$ cat config.mk
export PLATFORM = sky130hd
export DESIGN_NAME = mem_ctrl
export DESIGN_NICKNAME = d
export VERILOG_FILES = /design/src/rtl/mem_ctrl_pkg.sv /design/src/rtl/mem_lane_asm.sv /design/src/rtl/mem_ctrl.sv
export SDC_FILE = /design/constraint.sdc
export NUM_CORES = 1
export LEC_CHECK = 0
export ABC_CLOCK_PERIOD_IN_PS = 2660
export BUFFER_PORTS_ARGS = -buffer_cell sky130_fd_sc_hd__buf_2
export CAP_MARGIN = 20
export CORE_MARGIN = 2
export CORE_UTILIZATION = 45
export DETAILED_ROUTE_END_ITERATION = 12
export PLACE_DENSITY = 0.8
export SETUP_SLACK_MARGIN = 0.15
export SLEW_MARGIN = 15
export SYNTH_ARGS = -nofsm -noshare
export SYNTH_HDL_FRONTEND = slang
export SYNTH_SLANG_ARGS = --single-unit
$ cat constraint.sdc
create_clock -name clk -period 2.66 [get_ports clk]
set_input_delay 0.532 -clock clk [delete_from_list [all_inputs] [get_ports clk]]
set_output_delay 0.532 -clock clk [all_outputs]
set_load 0.02 [all_outputs]
$ cat src/rtl/mem_ctrl_pkg.sv
// Shared definitions for the byte-serial memory controller: FSM states,
// access-width codes and the RAM data width.
package mem_ctrl_pkg;

  localparam int RAM_DW = 8;

  localparam logic [1:0] WIDTH_BYTE = 2'b00;
  localparam logic [1:0] WIDTH_HALF = 2'b01;
  localparam logic [1:0] WIDTH_WORD = 2'b10;

  typedef enum logic [1:0] {
    IDLE  = 2'd0,
    IF_RD = 2'd1,
    MM_RD = 2'd2,
    MM_WR = 2'd3
  } state_t;

  // Code 2'b11 falls into the default and behaves as a word access.
  function automatic logic [2:0] width_bytes(input logic [1:0] width);
    case (width)
      WIDTH_BYTE: return 3'd1;
      WIDTH_HALF: return 3'd2;
      default:    return 3'd4;
    endcase
  endfunction

endpackage

$ cat src/rtl/mem_lane_asm.sv
// Byte-lane assembler: captures a RAM read byte into the selected lane and
// forwards it in the same cycle so the completed word is visible on capture.
module mem_lane_asm
  import mem_ctrl_pkg::*;
(
  input  logic                clk,
  input  logic                rst,
  input  logic                clr,
  input  logic                en,
  input  logic [1:0]          idx,
  input  logic [RAM_DW-1:0]   din,
  output logic [4*RAM_DW-1:0] word
);

  genvar gi;
  generate
    for (gi = 0; gi < 4; gi++) begin : g_lane
      logic              hit;
      logic [RAM_DW-1:0] lane_reg;

      assign hit = en && (idx == 2'(gi));

      always_ff @(posedge clk or negedge rst) begin
        if (!rst) begin
          lane_reg <= '0;
        end else if (clr) begin
          lane_reg <= '0;
        end else if (hit) begin
          lane_reg <= din;
        end
      end

      assign word[gi*RAM_DW +: RAM_DW] = hit ? din : lane_reg;
    end
  endgenerate

endmodule

$ cat src/rtl/mem_ctrl.sv
// Arbitrates instruction fetch and load/store requests onto a byte-wide
// single-port RAM, walking the access one byte per cycle.
module mem_ctrl
  import mem_ctrl_pkg::*;
(
  input  logic              clk,
  input  logic              rst,
  input  logic              if_req,
  input  logic [31:0]       if_addr,
  input  logic              if_flush,
  output logic              if_rdy,
  output logic [31:0]       if_data,
  input  logic              mm_req,
  input  logic              mm_we,
  input  logic [1:0]        mm_width,
  input  logic [31:0]       mm_addr,
  input  logic [31:0]       mm_wdata,
  output logic              mm_rdy,
  output logic [31:0]       mm_rdata,
  output logic [31:0]       ram_a,
  output logic              ram_wr,
  output logic [RAM_DW-1:0] ram_dout,
  input  logic [RAM_DW-1:0] ram_din
);

  state_t      state_reg, state_next;
  logic [2:0]  cnt_reg, cnt_next;
  logic [31:0] base_reg;
  logic [1:0]  width_reg;
  logic [31:0] wdata_reg;

  logic        accept;
  logic        cap_en;
  logic [1:0]  cap_idx;
  logic [2:0]  n_bytes;
  logic        done;
  logic [31:0] word;

  // Fetches latch WIDTH_WORD, so one lookup covers both requesters.
  assign n_bytes = width_bytes(width_reg);
  assign done    = (cnt_reg == n_bytes);

  always_ff @(posedge clk or negedge rst) begin
    if (!rst) begin
      state_reg <= IDLE;
      cnt_reg   <= '0;
      base_reg  <= '0;
      width_reg <= '0;
      wdata_reg <= '0;
    end else begin
      state_reg <= state_next;
      cnt_reg   <= cnt_next;
      if (accept) begin
        base_reg  <= mm_req ? mm_addr  : if_addr;
        width_reg <= mm_req ? mm_width : WIDTH_WORD;
        wdata_reg <= mm_req ? mm_wdata : '0;
      end
    end
  end

  // cnt_reg runs 0..N through cycles 1..N+1 of a transaction.
  always_comb begin
    state_next = state_reg;
    cnt_next   = cnt_reg;
    accept     = 1'b0;
    ram_a      = '0;
    ram_wr     = 1'b0;
    ram_dout   = '0;
    if_rdy     = 1'b0;
    mm_rdy     = 1'b0;
    cap_en     = 1'b0;
    cap_idx    = cnt_reg[1:0] - 2'd1;

    case (state_reg)
      IDLE: begin
        if (mm_req) begin
          accept     = 1'b1;
          state_next = mm_we ? MM_WR : MM_RD;
          cnt_next   = '0;
        end else if (if_req && !if_flush) begin
          accept     = 1'b1;
          state_next = IF_RD;
          cnt_next   = '0;
        end
      end

      default: begin
        if (!done) begin
          ram_a = base_reg + {29'd0, cnt_reg};
        end

        if (state_reg == MM_WR) begin
          ram_wr = !done;
          if (!done) begin
            ram_dout = wdata_reg[{cnt_reg[1:0], 3'b000} +: RAM_DW];
          end
        end else begin
          cap_en = (cnt_reg != 3'd0);
        end

        if (done) begin
          state_next = IDLE;
          if_rdy     = (state_reg == IF_RD);
          mm_rdy     = (state_reg != IF_RD);
        end else begin
          cnt_next = cnt_reg + 3'd1;
        end

        // A redirect discards the fetch, including one that would finish now.
        if (state_reg == IF_RD && if_flush) begin
          state_next = IDLE;
          if_rdy     = 1'b0;
          cap_en     = 1'b0;
        end
      end
    endcase
  end

  mem_lane_asm u_lane_asm (
    .clk  (clk),
    .rst  (rst),
    .clr  (accept),
    .en   (cap_en),
    .idx  (cap_idx),
    .din  (ram_din),
    .word (word)
  );

  assign if_data  = word;
  assign mm_rdata = word;

endmodule
==> flow_summary.toml <==
[critical_path]
critPathSlowestCell = "dfrtp_1"
cp-end-kind = "output port"
path_cells = "nand3_1 -> nor2_2 -> nand4_2 -> or3_4 -> a21oi_1 -> buf_4"
worst_r2r_path_depth = 10
cp.required_ps = 2130
worstSetupStartpointType = "flop"
cpLargestDelayFamily = "simple AND/OR/NAND/NOR gates"
critPathBufInv = 1
arrival_ps = 2710
crit_cells = 6
crit_fanout = 5
slowest_delay_ps = 490
crit_type = "flop to output port"

[synth]
ys_async_sr_fraction = 1.000
synth_top_area_frac = 0.4489
syn_area_per_cell_um2 = 10.44
ys_ff_latch = 103
synth_edf_count = 0
synth_commonest_cells = "dfrtp_1, nand2_1, o21ai_0"
post-synth-top-count-cell = "dfrtp_1"
yosys_warnings = 0
synthFlopType = "dfrtp_1"
synth_cell_types = 45
ys_seq_area_frac = 0.4489
syn-cell-area_mm2 = 0.005742
synthTopCellsByArea = "dfrtp_1, mux2_2, mux2i_1"
netlist_instances = 550
yosysTopAreaCell = "dfrtp_1"
syn_nets = 671

[floorplanning]
die_area_mm2 = 0.01368
initial_core_util = 0.4587
die_h_um = 117.0
io_pins = 219
core_mm2 = 0.01252
die_x_um = 117.0
rows = 41

[timing]
max_slew_margin = 0.6784
clock.fmax_ghz = 0.3089
fin_crit_sh = 1.217
rsz0062_at_grt = "yes"
holdWs_ps = 66.35
setup_violations = 106
skew_ps = 5.507
fin_setup_tns_ps = -24260
worst_slew_pin_slew_ps = 482.4
hold_viol = 0
drv_slew = 0
fin_ws_ps = -577.4
period_needed_ps = 3237

[finish]
diodes = 0
fin_nets = 896
area_delta_synth_final_pct = 58.01
finalCoreUtilization = 0.7248
drive_gt1_frac = 0.5610
seq_area_mm2 = 0.002589
final_cells = 951
multi_input_area_mm2 = 0.003590
num-fill-cells = 757

[placement]
place_inst = 899
routabilityCongestion = 0.8705
post-dp-hpwl_um = 10930
port-buffer-count = 218
preCtsSetupSlack_ps = -17.17

[global_route]
grt_max_degree = 50
grt.met2_usage = 0.4775
antenna_found_initial = 1
grt_pass1_vias = 5339
met1_usage = 0.3060
busiest_layer = "met2"
gr-usage-met3 = 0.04943
grt_overflow = 0
track_usage = 0.2638
grt_pass1_wl_um = 27510

[detailed_routing]
dr.pass1.iters = 6
wl_per_cell_um = 22.04
vias_per_cell = 5.824
drt_iter0_drc = 575
routed_wl_um = 20960
drc = 0
vias = 5539
antenna_left = 0

[clocking]
cts-htree-levels = 3
cts_tree = "done"
clk_pin_slew_ps = 70
cts-root-buf = "clkbuf_16"
cts_sinks = 103
clk_latency_ps = 340
clockBufferDepth = 2
cts-buffers-inserted = 9

[power]
pwr_density_cell_mw_per_mm2 = 1428
ir_worst_vdd_uv = 989.3
p_leak_nw = 4.305

[run_status]
status = "finished, violations left"
violations = "setup timing"

[hold_path]
hold_path_class = "input port to asynchronous set/reset pin"

[flow_run]
drv_cap = 0
[layout make-up]
class / instances / area share
repair buffers: 270 / 0.2542
clock buffers: 11 / 0.02565
clock inverters: 4 / 0.01048
inverters: 10 / 0.004965
flip-flops and latches: 103 / 0.2853
multi-input cells: 381 / 0.3957
well taps: 172 / 0.02372
[what timing repair did]
item                                    in CTS  in global routing
setup buffers                               20                 11
pin swaps                                   29                 24
hold buffers                                 0                  0
endpoints found under the setup margin     106                107
gates cloned                                 6                  0
resized for setup                          286                100
[worst paths after layout]
check | from | slack [ps] | end
max | base_reg[19] | -580 | ram_a[25]
min | rst | 70 | wdata_reg[3]
max reg2reg | cnt_reg[1] | 330 | cnt_reg[2]
min reg2reg | wdata_reg[21] | 510 | wdata_reg[21]
max in group asynchronous | rst | 1800 | u_lane_asm.g_lane[3].lane_reg[3]
min in group clk | mm_wdata[1] | 400 | wdata_reg[1]
[placed cells by master (no fill, tap or decap), types with 4 or more instances in the layout]
cell / count
xor2_1: 8
nor2_1: 5
and3_4: 4
o21ai_1: 4
or3_4: 6
nand4_1: 6
a22o_1: 33
xnor2_2: 4
nor2_4: 15
buf_6: 107
buf_2: 110
a21oi_1: 5
nand2_1: 41
dfrtp_2: 9
and4_1: 4
nand3_1: 7
buf_12: 7
mux2_4: 32
xor2_2: 7
buf_4: 43
and2_1: 32
nor2b_1: 6
a21oi_4: 7
mux2i_1: 33
nor2_2: 10
o21ai_0: 40
dfrtp_1: 94
ha_4: 4
clkbuf_16: 9
mux4_2: 8
inv_1: 6
[metrics by stage]
| step | total power, mW | cell area (um^2) |
|---|---|---|
| after CTS | 11.74 | 8554 |
| after floorplan | 6.730 | 5868 |
| after global placement | 7.839 | 6998 |
| final | 12.96 | 9072 |
| after global routing | 13.49 | 9072 |
| after detailed placement | 8.053 | 6998 |
[power by group]
group	internal, mW	total [mW]	switching, mW
Clock	0.914	1.48	0.570
Sequential	2.30	2.94	0.641
Combinational	4.24	8.53	4.30
[worst register-to-register path: cells and delay by family, from the launching register on]
kind / cells / cell delay (ps)
buf+inv: 5 / 700
simple gates: 3 / 590
mux: 2 / 520
flops: 1 / 440
[metal layers]
layer / wire [um] / up-vias
li1: - / 2360
met1: 7456 / 2753
met2: 11090 / 338
met3: 1565 / 86
met4: 829 / 2
met5: 13 / -
[kinds of logic after synthesis]
family | Yosys count | share of synthesized area
buf+inv | 69 | 0.06712
mux | 74 | 0.1536
flops | 103 | 0.4489
xor+xnor | 20 | 0.03051
fa+ha+maj | 9 | 0.02092
simple gates | 172 | 0.1602
compound gates | 103 | 0.1188
(Power assumes the default switching activity.)
